--- src/rtl/axi_write_block.sv ---
// AXI4-Lite write initiator: pops 32-bit words from a staging FIFO and writes them
// to consecutive word addresses, one transaction outstanding at a time.
module axi_write_block (
    input  logic        clk,
    input  logic        reset,
    input  logic        start,
    input  logic [31:0] addr,
    input  logic [15:0] transfer_size,
    input  logic [31:0] data_in,
    output logic        rd_en,
    input  logic        empty,
    output logic [31:0] awaddr,
    output logic        awvalid,
    input  logic        awready,
    output logic [31:0] wdata,
    output logic [3:0]  wstrb,
    output logic        wvalid,
    input  logic        wready,
    input  logic        bvalid,
    input  logic [1:0]  bresp,
    output logic        bready,
    output logic        busy,
    output logic        done,
    output logic        error
);

    localparam int unsigned DATA_W = 32;
    localparam int unsigned ADDR_W = 32;
    localparam int unsigned SIZE_W = 16;

    typedef enum logic [2:0] {
        S_IDLE,
        S_FILL,
        S_FETCH,
        S_LOAD,
        S_ADDR,
        S_RESP,
        S_DONE
    } state_t;

    state_t              state, state_nxt;
    logic [ADDR_W-1:0]   addr_q, addr_nxt;
    logic [SIZE_W-1:0]   size_q, size_nxt;
    logic [SIZE_W-1:0]   count_q, count_nxt;
    logic [SIZE_W:0]     count_sum;
    logic [ADDR_W-1:0]   awaddr_nxt;
    logic [DATA_W-1:0]   wdata_nxt;
    logic                rd_en_nxt, awvalid_nxt, wvalid_nxt, bready_nxt;
    logic                busy_nxt, done_nxt, error_nxt;
    logic                aw_done, w_done;

    assign wstrb = 4'hF;

    // State and registered outputs
    always_ff @(posedge clk) begin
        if (reset) begin
            state   <= S_IDLE;
            addr_q  <= '0;
            size_q  <= '0;
            count_q <= '0;
            awaddr  <= '0;
            wdata   <= '0;
            rd_en   <= 1'b0;
            awvalid <= 1'b0;
            wvalid  <= 1'b0;
            bready  <= 1'b0;
            busy    <= 1'b0;
            done    <= 1'b0;
            error   <= 1'b0;
        end else begin
            state   <= state_nxt;
            addr_q  <= addr_nxt;
            size_q  <= size_nxt;
            count_q <= count_nxt;
            awaddr  <= awaddr_nxt;
            wdata   <= wdata_nxt;
            rd_en   <= rd_en_nxt;
            awvalid <= awvalid_nxt;
            wvalid  <= wvalid_nxt;
            bready  <= bready_nxt;
            busy    <= busy_nxt;
            done    <= done_nxt;
            error   <= error_nxt;
        end
    end

    // Next-state and next-output logic
    always_comb begin
        state_nxt   = state;
        addr_nxt    = addr_q;
        size_nxt    = size_q;
        count_nxt   = count_q;
        awaddr_nxt  = awaddr;
        wdata_nxt   = wdata;
        rd_en_nxt   = 1'b0;
        awvalid_nxt = awvalid;
        wvalid_nxt  = wvalid;
        bready_nxt  = bready;
        error_nxt   = error;
        busy_nxt    = 1'b0;
        done_nxt    = 1'b0;
        aw_done     = !awvalid || awready;
        w_done      = !wvalid || wready;
        // 17-bit sum so sizes near 0xFFFF terminate instead of wrapping
        count_sum   = {1'b0, count_q} + 17'd4;

        case (state)
            S_IDLE: begin
                if (start) begin
                    addr_nxt  = addr & ~32'h3;
                    size_nxt  = transfer_size;
                    count_nxt = '0;
                    error_nxt = 1'b0;
                    state_nxt = (transfer_size == 16'd0) ? S_DONE : S_FILL;
                end
            end
            S_FILL: begin
                if (!empty) begin
                    rd_en_nxt = 1'b1;
                    state_nxt = S_FETCH;
                end
            end
            S_FETCH: state_nxt = S_LOAD;
            S_LOAD: begin
                wdata_nxt   = data_in;
                awaddr_nxt  = addr_q;
                awvalid_nxt = 1'b1;
                wvalid_nxt  = 1'b1;
                state_nxt   = S_ADDR;
            end
            S_ADDR: begin
                if (awready) awvalid_nxt = 1'b0;
                if (wready)  wvalid_nxt  = 1'b0;
                if (aw_done && w_done) begin
                    bready_nxt = 1'b1;
                    state_nxt  = S_RESP;
                end
            end
            S_RESP: begin
                if (bvalid) begin
                    bready_nxt = 1'b0;
                    if (bresp != 2'b00) begin
                        error_nxt = 1'b1;
                        state_nxt = S_DONE;
                    end else begin
                        count_nxt = count_sum[SIZE_W-1:0];
                        addr_nxt  = addr_q + 32'd4;
                        state_nxt = (count_sum < {1'b0, size_q}) ? S_FILL : S_DONE;
                    end
                end
            end
            S_DONE:  state_nxt = S_IDLE;
            default: state_nxt = S_IDLE;
        endcase

        busy_nxt = (state_nxt != S_IDLE);
        done_nxt = (state_nxt == S_DONE);
    end

endmodule

--- config.mk ---
export PLATFORM = sky130hd
export DESIGN_NAME = axi_write_block
export DESIGN_NICKNAME = d
export VERILOG_FILES = /design/src/rtl/axi_write_block.sv
export SDC_FILE = /design/constraint.sdc
export NUM_CORES = 1
export LEC_CHECK = 0
export CORE_MARGIN = 4
export CORE_UTILIZATION = 45
export DETAILED_ROUTE_END_ITERATION = 8
export GPL_TIMING_DRIVEN = 0
export MAX_ROUTING_LAYER = met4
export PLACE_DENSITY = 0.78
export SYNTH_ARGS = -nofsm -noshare
export SYNTH_HDL_FRONTEND = slang
export SYNTH_SLANG_ARGS = --single-unit
--- constraint.sdc ---
create_clock -name clk -period 2.7 [get_ports clk]
set_input_delay 0.405 -clock clk [delete_from_list [all_inputs] [get_ports clk]]
set_output_delay 0.405 -clock clk [all_outputs]
set_load 0.02 [all_outputs]
Yosys cells after proc, flatten, opt, wreduce, memory -nomap -nowiden
Index checks and enable logic that the tools add are counted.
{"block": "totals", "regBits": 138, "out_inout_bits": 75}
{"block": "classes", "add_sub_neg": 2, "order_cmp": 1, "eq_ne": 13, "n_mux": 28, "bitwise": 1, "n_reduce_logical": 19}
{"op": "$mux W32", "count": 3}
{"op": "$pmux W32 S2", "count": 1}
{"op": "$mux W16", "count": 3}
{"op": "$add A32 B3 Y32 const B", "count": 1}
{"op": "$pmux W16 S2", "count": 1}
{"op": "$mux W3", "count": 7}
{"op": "$pmux W3 S6", "count": 1}
{"op": "$add A16 B3 Y17 const B", "count": 1}
{"op": "$lt A17 B16 Y1", "count": 1}
{"op": "$logic_not A16 Y1", "count": 1}
{"op": "$ne A2 B2 Y1 const B", "count": 7}
{"op": "$eq A3 B3 Y1 const B", "count": 3}
{"op": "$mux W1", "count": 8}
{"op": "$pmux W1 S2", "count": 4}
{"op": "$reduce_and A4 Y1", "count": 2}
{"op": "$reduce_bool A2 Y1", "count": 4}
{"op": "$eq A3 B2 Y1 const B", "count": 2}
{"op": "$reduce_and A2 Y1", "count": 3}
{"op": "$eq A3 B1 Y1 const B", "count": 1}
{"op": "$logic_not A3 Y1", "count": 1}
{"op": "$reduce_and A3 Y1", "count": 1}
{"op": "$reduce_bool A3 Y1", "count": 1}
{"op": "$logic_not A1 Y1", "count": 2}
{"op": "$logic_or A1 B1 Y1", "count": 2}
{"op": "3 further kinds", "count": 3}

Longest topological paths before layout
Gate-level depths: netlist (run 1).
{"block": "logic_depth", "ltp_word": 7, "depth_mapped": 12}

Least setup slack after synthesis (run 1)
Ideal clock, no wire load.
{"block": "synth_timing", "kind": "reg2reg", "start": "register count_q[2]", "end": "register state[1]", "setup_time_ns": 0.125, "arrival_time_ns": 2.550, "t_required_ns": 2.575, "setup_slack_ns": 0.025, "path_stages_with_launch": 11, "path_buffers": 0, "synth_period_minus_slack_ns": 2.675, "cell_sequence": "dfxtp_1 -> ha_1 -> nand3_1 -> nor4_1 -> xor2_1 -> ha_1 -> a21oi_1 -> o21ai_0 -> a41oi_1 -> a31oi_1 -> o41a_1"}
{"block": "synth_via", "elab_chain_len": 6}
{"element": "start: declaration", "line": "44", "source": "logic [SIZE_W-1:0] count_q, count_nxt;"}
{"element": "start signal: assignment", "line": "74", "source": "count_q <= count_nxt;"}
{"element": "$add A16 B3 Y17", "line": "105", "source": "count_sum = {1'b0, count_q} + 17'd4;"}
{"element": "$lt A17 B16 Y1", "line": "148", "source": "state_nxt = (count_sum < {1'b0, size_q}) ? S_FILL : S_DONE;"}
{"element": "$mux W3", "line": "148"}
{"element": "$mux W3", "line": "142", "source": "if (bresp != 2'b00) begin"}
{"element": "$mux W3", "line": "140", "source": "if (bvalid) begin"}
{"element": "$pmux W3 S6", "line": "107", "source": "case (state)"}
{"element": "end signal: assignment", "line": "71", "source": "state <= state_nxt;"}
{"element": "end: declaration", "line": "41", "source": "state_t state, state_nxt;"}
Every way passes these cells.
A chain may end at the register's enable or synchronous reset.

Worst setup path in the final report (run 1)
{"block": "layout_timing", "start": "register count_q[7]", "end": "register state[1]"}
The elaborated chain is that of the path after synthesis.

==> impl_metrics.ini, run 1 <==
[finish]
fillers = 1193
antenna_cells_inserted = 0
fin_nets = 1133
stdcell_area_um2 = 9070
final_layout_size_suffix_gt1_share_pct = 11.2
finalNonFillerCells = 1221
area.growth.synth_to_final_pct = 40.9

[worst_setup_path]
r2r_setup_slack_ns = 0.12
endpoint_of_the_worst_slack_reg_to_reg_timing_path = state[1]
timing.rr.start = count_q[7]
timing_worst_setup_path_type = reg -> reg
cp_num_buf_inv = 1
r2r.worst_path.cells = 10
critical_path_required_ns = 3.02
cp-end-kind = flip-flop
crit_chain = inv_1 -> or4_4 -> nor2_4 -> xor2_2 -> ha_1 -> nand2_2 -> o21ai_2 -> a41oi_2 -> a31oi_1 -> o41a_1
critical_path.startpoint = count_q[7]
cell_type_group_with_the_largest_total_delay_on_the_critical_path = simple AND/OR/NAND/NOR gates
timing.critical_path.from_type = flip-flop
crit_path_top_delay_cell = sky130_fd_sc_hd__or4_4
critical-path-max-stage-delay_ns = 0.60
worst_ep_arrival_ns = 2.89
path_max_fanout = 5

[synth]
postSynth.topFlopCell = sky130_fd_sc_hd__dfxtp_1
synth-adder-area-share_pct = 3.11
synth_edf_count = 0
yosys-mux-area-fraction_pct = 0
netlist_instances = 841
synth-xor-area-share_pct = 1.63
yosys.area_share.simple_pct = 26.7
synth_sequential_area_ratio_pct = 41.0
main_combinational_cell_family_by_area_after_synthesis = simple AND/OR/NAND/NOR gates
yosysUniqueCellTypes = 67
mappedNetlistArea_um2 = 6440
synth_largest_area_cell = sky130_fd_sc_hd__dfxtp_1
flip_flop_and_latch_count_after_synthesis = 132
synth-async-reset-ratio_pct = 0
synth_largest_type_area_fraction_pct = 41.0
synth_compound_area_share_pct = 21.3
yosysWarnings = 0
ys_top_cells_by_area = sky130_fd_sc_hd__dfxtp_1 41%, sky130_fd_sc_hd__nand2_1 11%, sky130_fd_sc_hd__a21oi_1 9.7%
synth_area_per_cell_um2 = 7.66

[clocking]
tritoncts = done
clockBufferDepth = 2
clk_pin_slew_worst_paths_ns = 0.06
worst_skew_pair.late_latency_ns = 0.44
clock_tree.htree_level_count = 4
cts_hold_buf = 0
cts_inserted_buffers = 17
clock-root-buffer = sky130_fd_sc_hd__clkbuf_16
number_of_clock_sinks = 132

[power_and_ir_drop]
share_clk_of_total_power_pct = 40.2
total_leakage_power_nw = 3.20
combPwrFrac_pct = 21.6
p_per_area_nw_per_um2 = 660
power_mw = 5.99
p_sw_mw = 1.79
ir_worst_vdd_mv = 0.433
switching_share_pct = 29.9
power.sequential.fraction_pct = 38.2
internal_power_mw = 4.20

[sta]
final_hold_violating_endpoints = 0
achievable_freq_mhz = 388
setup_total_negative_slack_ns = 0
max_slew.worst_pin.slew_ns = 0.722
worst_rel_slew_slack_pct = 51.9
period_share_pct = 95.5
final-max-slew-violation-count = 0
fin_skew_ns = 0.00938
setup_viol_count_final = 0
post-route-min-period_ns = 2.58

[floorplanning]
fp.dieW_um = 128
chipHeight_um = 128
start_util_pct = 46.2
placement_rows = 43
floorplan.die_area_um2 = 16300
num_io_pins = 164
floorplan_core_area_um2 = 13900

[drt]
number_of_drc_violations_after_detailed_routing = 0
route.final.wire_length_um = 20600
drtIter0Drc = 770
postRouteAntennaNets = 0
dr_total_vias = 6869
drt_pre_antenna_iters = 5
routed_via_density = 5.63
avgRoutedWirePerCell_um = 16.9

[grt]
first_global_vias = 6368
grt_max_degree = 17
globalRoute.totalOverflow = 0
grt_use_total_pct = 25.4
grt_pass1_wl_um = 32100
grt_antenna_before_repair = 0

[hold_path]
timing.hold.worst.start = wdata[12]
min_path_cells = 2
holdPathEnd = wdata[12]
min_path_type = reg -> reg

[outcome]
outcome = complete, no violations

[placement]
placement.io_buffers = 155
dp.final_hpwl_um = 14500
place_inst = 1180
gp_congestion = 0.958
area_post_placement_um2 = 8230

[run]
cap_viol_max_count = 0
==> Yosys cell counts (5+ instances only) <==
cell and number:
sky130_fd_sc_hd__o22ai_1 5, sky130_fd_sc_hd__inv_1 24, sky130_fd_sc_hd__nand2_1 197, sky130_fd_sc_hd__nand4_1 7
sky130_fd_sc_hd__or3_1 10, sky130_fd_sc_hd__and3_1 11, sky130_fd_sc_hd__nor3_1 16, sky130_fd_sc_hd__a311oi_1 7
sky130_fd_sc_hd__a21oi_1 125, sky130_fd_sc_hd__nor2_1 44, sky130_fd_sc_hd__clkbuf_1 37, sky130_fd_sc_hd__ha_1 16
sky130_fd_sc_hd__a31oi_1 9, sky130_fd_sc_hd__buf_4 9, sky130_fd_sc_hd__xnor2_1 8, sky130_fd_sc_hd__nand2b_1 5
sky130_fd_sc_hd__buf_2 16, sky130_fd_sc_hd__nor4_1 9, sky130_fd_sc_hd__dfxtp_1 132, sky130_fd_sc_hd__o21ai_0 25
sky130_fd_sc_hd__nand3_1 27, sky130_fd_sc_hd__a211oi_1 13
==> timing repair <==
item                                    in CTS  in global routing
buffers inserted                             3                  8
pin swaps                                    2                 10
gates resized for setup                     19                 23
endpoints found under the setup margin       4                  4
==> logic make-up (layout without fill, tap and decap cells) <==
family / count (synthesis) / in the layout
XOR/XNOR: 12 / 12
adder cells (fa/ha/maj): 16 / 16
other: 2 / 6
flip-flops: 132 / 132
buffers and inverters: 89 / 285
AO/OA/AOI/OAI: 227 / 227
AND/OR/NAND/NOR: 363 / 363
==> metal layers <==
metal	vias up	routed length, um	global-route usage (%)
met5	-	0	-
met4	0	729	10.5
met3	68	2080	6.44
met2	376	9050	39.2
met1	3107	8720	31.9
li1	3318	-	-
==> layout make-up <==
class	instances	area, um^2	share of cell area (%)
timing repair buffer	166	1630	18.0
clock inverter	10	128	1.41
buffer	63	299	3.30
clock buffer	22	484	5.34
tap	180	225	2.48
inverter	24	90.1	0.993
sequential	132	2660	29.3
multi-input combinational	624	3550	39.1
==> through the flow <==
stage / utilization, % / hold slack (ns) / setup slack, ns
after floorplan: - / 0.422 / 0.0253
after global placement: 59.1 / 0.435 / -0.442
after detailed placement: 59.1 / 0.444 / -0.496
after CTS: 64.2 / 0.454 / 0.0145
after global routing: 65.1 / 0.469 / -0.0417
final: 65.1 / 0.450 / 0.123
==> flip-flops by register name, indices dropped and copies added, names as in the netlist <==
register and cells:
wdata 32, addr_q 30, awaddr 30, size_q 16, count_q 14, state 3, awvalid 1, bready 1
busy 1, done 1, error 1, rd_en 1, wvalid 1
==> worst reg2reg max path: cells and delay by family (launching register included) <==
| family | cells | cell delay (ns) |
|---|---|---|
| and+or+nand+nor | 3 | 0.84 |
| DFF | 1 | 0.37 |
| AOI/OAI and AO/OA | 4 | 0.74 |
| adders and majority gates | 1 | 0.26 |
| xor gates and xnor gates | 1 | 0.15 |
| buffers and inverters | 1 | 0.10 |
==> worst max path at each step <==
stage | end | slack [ns] | cells past startpoint
floorplan | state[1] | 0.03 | 10
global placement | state[1] | -0.44 | 10
detailed placement | state[1] | -0.50 | 10
CTS | done | 0.01 | 11
global route | state[1] | -0.04 | 9
finish | state[1] | 0.12 | 10
==> power groups by stage <==
stage	clock network, mW	logic [mW]	registers, mW
floorplan	0	0.748	2.33
global placement	0	1.24	2.32
detailed placement	0	1.25	2.32
CTS	2.42	1.27	2.28
global route	2.51	1.41	2.31
finish	2.41	1.30	2.29
==> cells in the final DEF (no fill, tap or decap), types with 11 or more instances in the layout <==
cell,count
sky130_fd_sc_hd__a21oi_1,124
sky130_fd_sc_hd__buf_4,20
sky130_fd_sc_hd__clkbuf_16,17
sky130_fd_sc_hd__nand3_1,25
sky130_fd_sc_hd__nor3_1,15
sky130_fd_sc_hd__o21ai_0,24
sky130_fd_sc_hd__a211oi_1,13
sky130_fd_sc_hd__clkdlybuf4s50_1,155
sky130_fd_sc_hd__dfxtp_1,121
sky130_fd_sc_hd__buf_2,16
sky130_fd_sc_hd__nor2_1,40
sky130_fd_sc_hd__and3_1,11
sky130_fd_sc_hd__nand2_1,194
sky130_fd_sc_hd__clkbuf_1,36
sky130_fd_sc_hd__ha_1,15
sky130_fd_sc_hd__inv_1,24
Power figures use the tool's default switching activity.
==> run 2: changes to the inputs <==
--- a/config.mk
+++ b/config.mk
@@ -10,7 +10,7 @@
 export DETAILED_ROUTE_END_ITERATION = 8
 export GPL_TIMING_DRIVEN = 0
 export MAX_ROUTING_LAYER = met4
-export PLACE_DENSITY = 0.78
+export PLACE_DENSITY_LB_ADDON = 0.15
 export SYNTH_ARGS = -nofsm -noshare
 export SYNTH_HDL_FRONTEND = slang
 export SYNTH_SLANG_ARGS = --single-unit
==> run 2 against run 1 <==
  * Global-route usage up 0.62 points
  * Wire length up 2.8%
  * Combinational power about the same
  * Sequential power about the same
  * Cell count down 0.57%
  * Sequential share of layout area up 0.25 points
  * Utilization down 0.56 points
  * Total power down 2.2%
  * Critical path depth unchanged
  * Setup slack worse by 0.023 ns
  * Hold slack better by 0.0012 ns
  * Largest cell class unchanged
  * Highest routed layer unchanged
==> impl_metrics.ini, run 2 (same netlist as run 1, synthesis figures left out) <==
[power_and_ir_drop]
internal_power_mw = 4.08
total_leakage_power_nw = 3.14
p_sw_mw = 1.78
power_mw = 5.86
share_clk_of_total_power_pct = 38.7
switching_share_pct = 30.4
p_per_area_nw_per_um2 = 652
power.sequential.fraction_pct = 39.1
ir_worst_vdd_mv = 0.452
combPwrFrac_pct = 22.2

[placement]
area_post_placement_um2 = 8230
dp.final_hpwl_um = 14900
gp_congestion = 0.966
pre_cts_worst_setup_slack_ns = -0.467
placement.io_buffers = 155

[sta]
period_share_pct = 96.3
max_slew.worst_pin.slew_ns = 0.793
achievable_freq_mhz = 385
post-route-min-period_ns = 2.60
final-max-slew-violation-count = 0
fin_skew_ns = 0.00584
final_hold_violating_endpoints = 0
setup_total_negative_slack_ns = 0
fin_ws_ns = 0.100
worst_rel_slew_slack_pct = 47.1
setup_viol_count_final = 0

[floorplanning]
chipHeight_um = 128
floorplan_core_area_um2 = 13900
num_io_pins = 164
fp.dieW_um = 128
floorplan.die_area_um2 = 16300
placement_rows = 43
start_util_pct = 46.2

[drt]
routed_via_density = 5.64
avgRoutedWirePerCell_um = 17.4
drtIter0Drc = 864
drt_pre_antenna_iters = 6
route.final.wire_length_um = 21200
postRouteAntennaNets = 0
dr_total_vias = 6847
number_of_drc_violations_after_detailed_routing = 0

[worst_setup_path]
timing_worst_setup_path_type = reg -> reg
timing.rr.start = count_q[7]
crit_path_end = state[1]
critical_path.startpoint = count_q[7]
r2r_setup_slack_ns = 0.10
timing.critical_path.from_type = flip-flop
path_max_fanout = 5
r2r.worst_path.cells = 10
worst_ep_arrival_ns = 2.91
critical_path_required_ns = 3.01
cp-end-kind = flip-flop
endpoint_of_the_worst_slack_reg_to_reg_timing_path = state[1]

[finish]
stdcell_area_um2 = 8990
largest_register_ffs = 32
final_common_cell = sky130_fd_sc_hd__nand2_1
final_standard_cell_utilization_of_the_core_pct = 64.5
area.growth.synth_to_final_pct = 39.7
layout.cells.most_common_list = 196 x sky130_fd_sc_hd__nand2_1, 155 x sky130_fd_sc_hd__clkdlybuf4s50_1, 124 x sky130_fd_sc_hd__a21oi_1
antenna_cells_inserted = 0
top_regs = wdata x32, addr_q x30, awaddr x30
fin_nets = 1127
registers.top_by_ff_count = wdata
final_layout_size_suffix_gt1_share_pct = 10.2

[clocking]
worst_skew_pair.late_latency_ns = 0.42
number_of_clock_sinks = 132
cts_hold_buf = 0
cts_inserted_buffers = 17
clk_pin_slew_worst_paths_ns = 0.06
tritoncts = done
clockBufferDepth = 2
clock_tree.htree_level_count = 4
clock-root-buffer = sky130_fd_sc_hd__clkbuf_16

[grt]
globalRoute.totalOverflow = 0
grt_use_total_pct = 26.0
grt_max_degree = 17
grt_antenna_before_repair = 0
first_global_vias = 6355
grt_pass1_wl_um = 32800

[outcome]
outcome = complete, no violations

[hold_path]
min_path_type = reg -> reg

[run]
cap_viol_max_count = 0
[run 2: through the flow]
stage / cells / hold WS, ns
3_3_place_gp: 1180 / 0.442
2_1_floorplan: 845 / 0.422
6_report: 1214 / 0.452
3_5_place_dp: 1180 / 0.445
5_1_grt: 1214 / 0.464
4_1_cts: 1209 / 0.453
[run 2: worst max-delay path: stages, from the launching register on]
cell and delay [ns]:
sky130_fd_sc_hd__dfxtp_2 0.38, sky130_fd_sc_hd__inv_1 0.12, sky130_fd_sc_hd__or4_4 0.59, sky130_fd_sc_hd__nor2_4 0.14, sky130_fd_sc_hd__xor2_1 0.17, sky130_fd_sc_hd__ha_1 0.25
sky130_fd_sc_hd__nand2_1 0.09, sky130_fd_sc_hd__o21ai_1 0.10, sky130_fd_sc_hd__a41oi_2 0.20, sky130_fd_sc_hd__a31oi_1 0.12, sky130_fd_sc_hd__o41a_1 0.31
[run 2: per-layer routing]
metal  vias up  global-route usage [%]  routed length (um)
met5         -                       -                   0
met4         0                    9.49                 548
met3        52                    5.60                1750
met2       317                    41.7               10000
met1      3172                    32.6                8860
li1       3306                       -                   -
[run 2: final cells by class]
class / instances / area, um^2
buffer: 63 / 299
clock buffer: 22 / 474
clock inverter: 9 / 104
fill: 1245 / 4940
inverter: 24 / 90.1
multi-input combinational: 624 / 3540
sequential: 132 / 2660
tap: 180 / 225
timing repair buffer: 160 / 1600
[run 2: worst min path at each step]
stage                start           to  slack, ns  depth (start not counted)
6_report          wdata[4]     wdata[4]       0.45                          2
5_1_grt           wdata[1]     wdata[1]       0.46                          2
4_1_cts           wdata[1]     wdata[1]       0.45                          2
3_5_place_dp     size_q[0]    size_q[0]       0.45                          2
3_3_place_gp     wdata[20]    wdata[20]       0.44                          2
2_1_floorplan  count_q[15]  count_q[15]       0.42                          1
[run 2: repair_timing]
| item | in CTS | in global routing |
|---|---|---|
| buffers inserted | 0 | 5 |
| pin swaps | 1 | 8 |
| resized for setup | 21 | 16 |
| gates cloned | 0 | 0 |
| setup endpoints to repair | 4 | 4 |
[run 2: power groups by stage]
stage | Combinational [mW] | Sequential (mW) | Clock [mW]
after floorplan | 0.748 | 2.33 | 0
after global placement | 1.25 | 2.32 | 0
after detailed placement | 1.26 | 2.33 | 0
after CTS | 1.27 | 2.29 | 2.29
after global routing | 1.42 | 2.31 | 2.38
final | 1.30 | 2.29 | 2.27
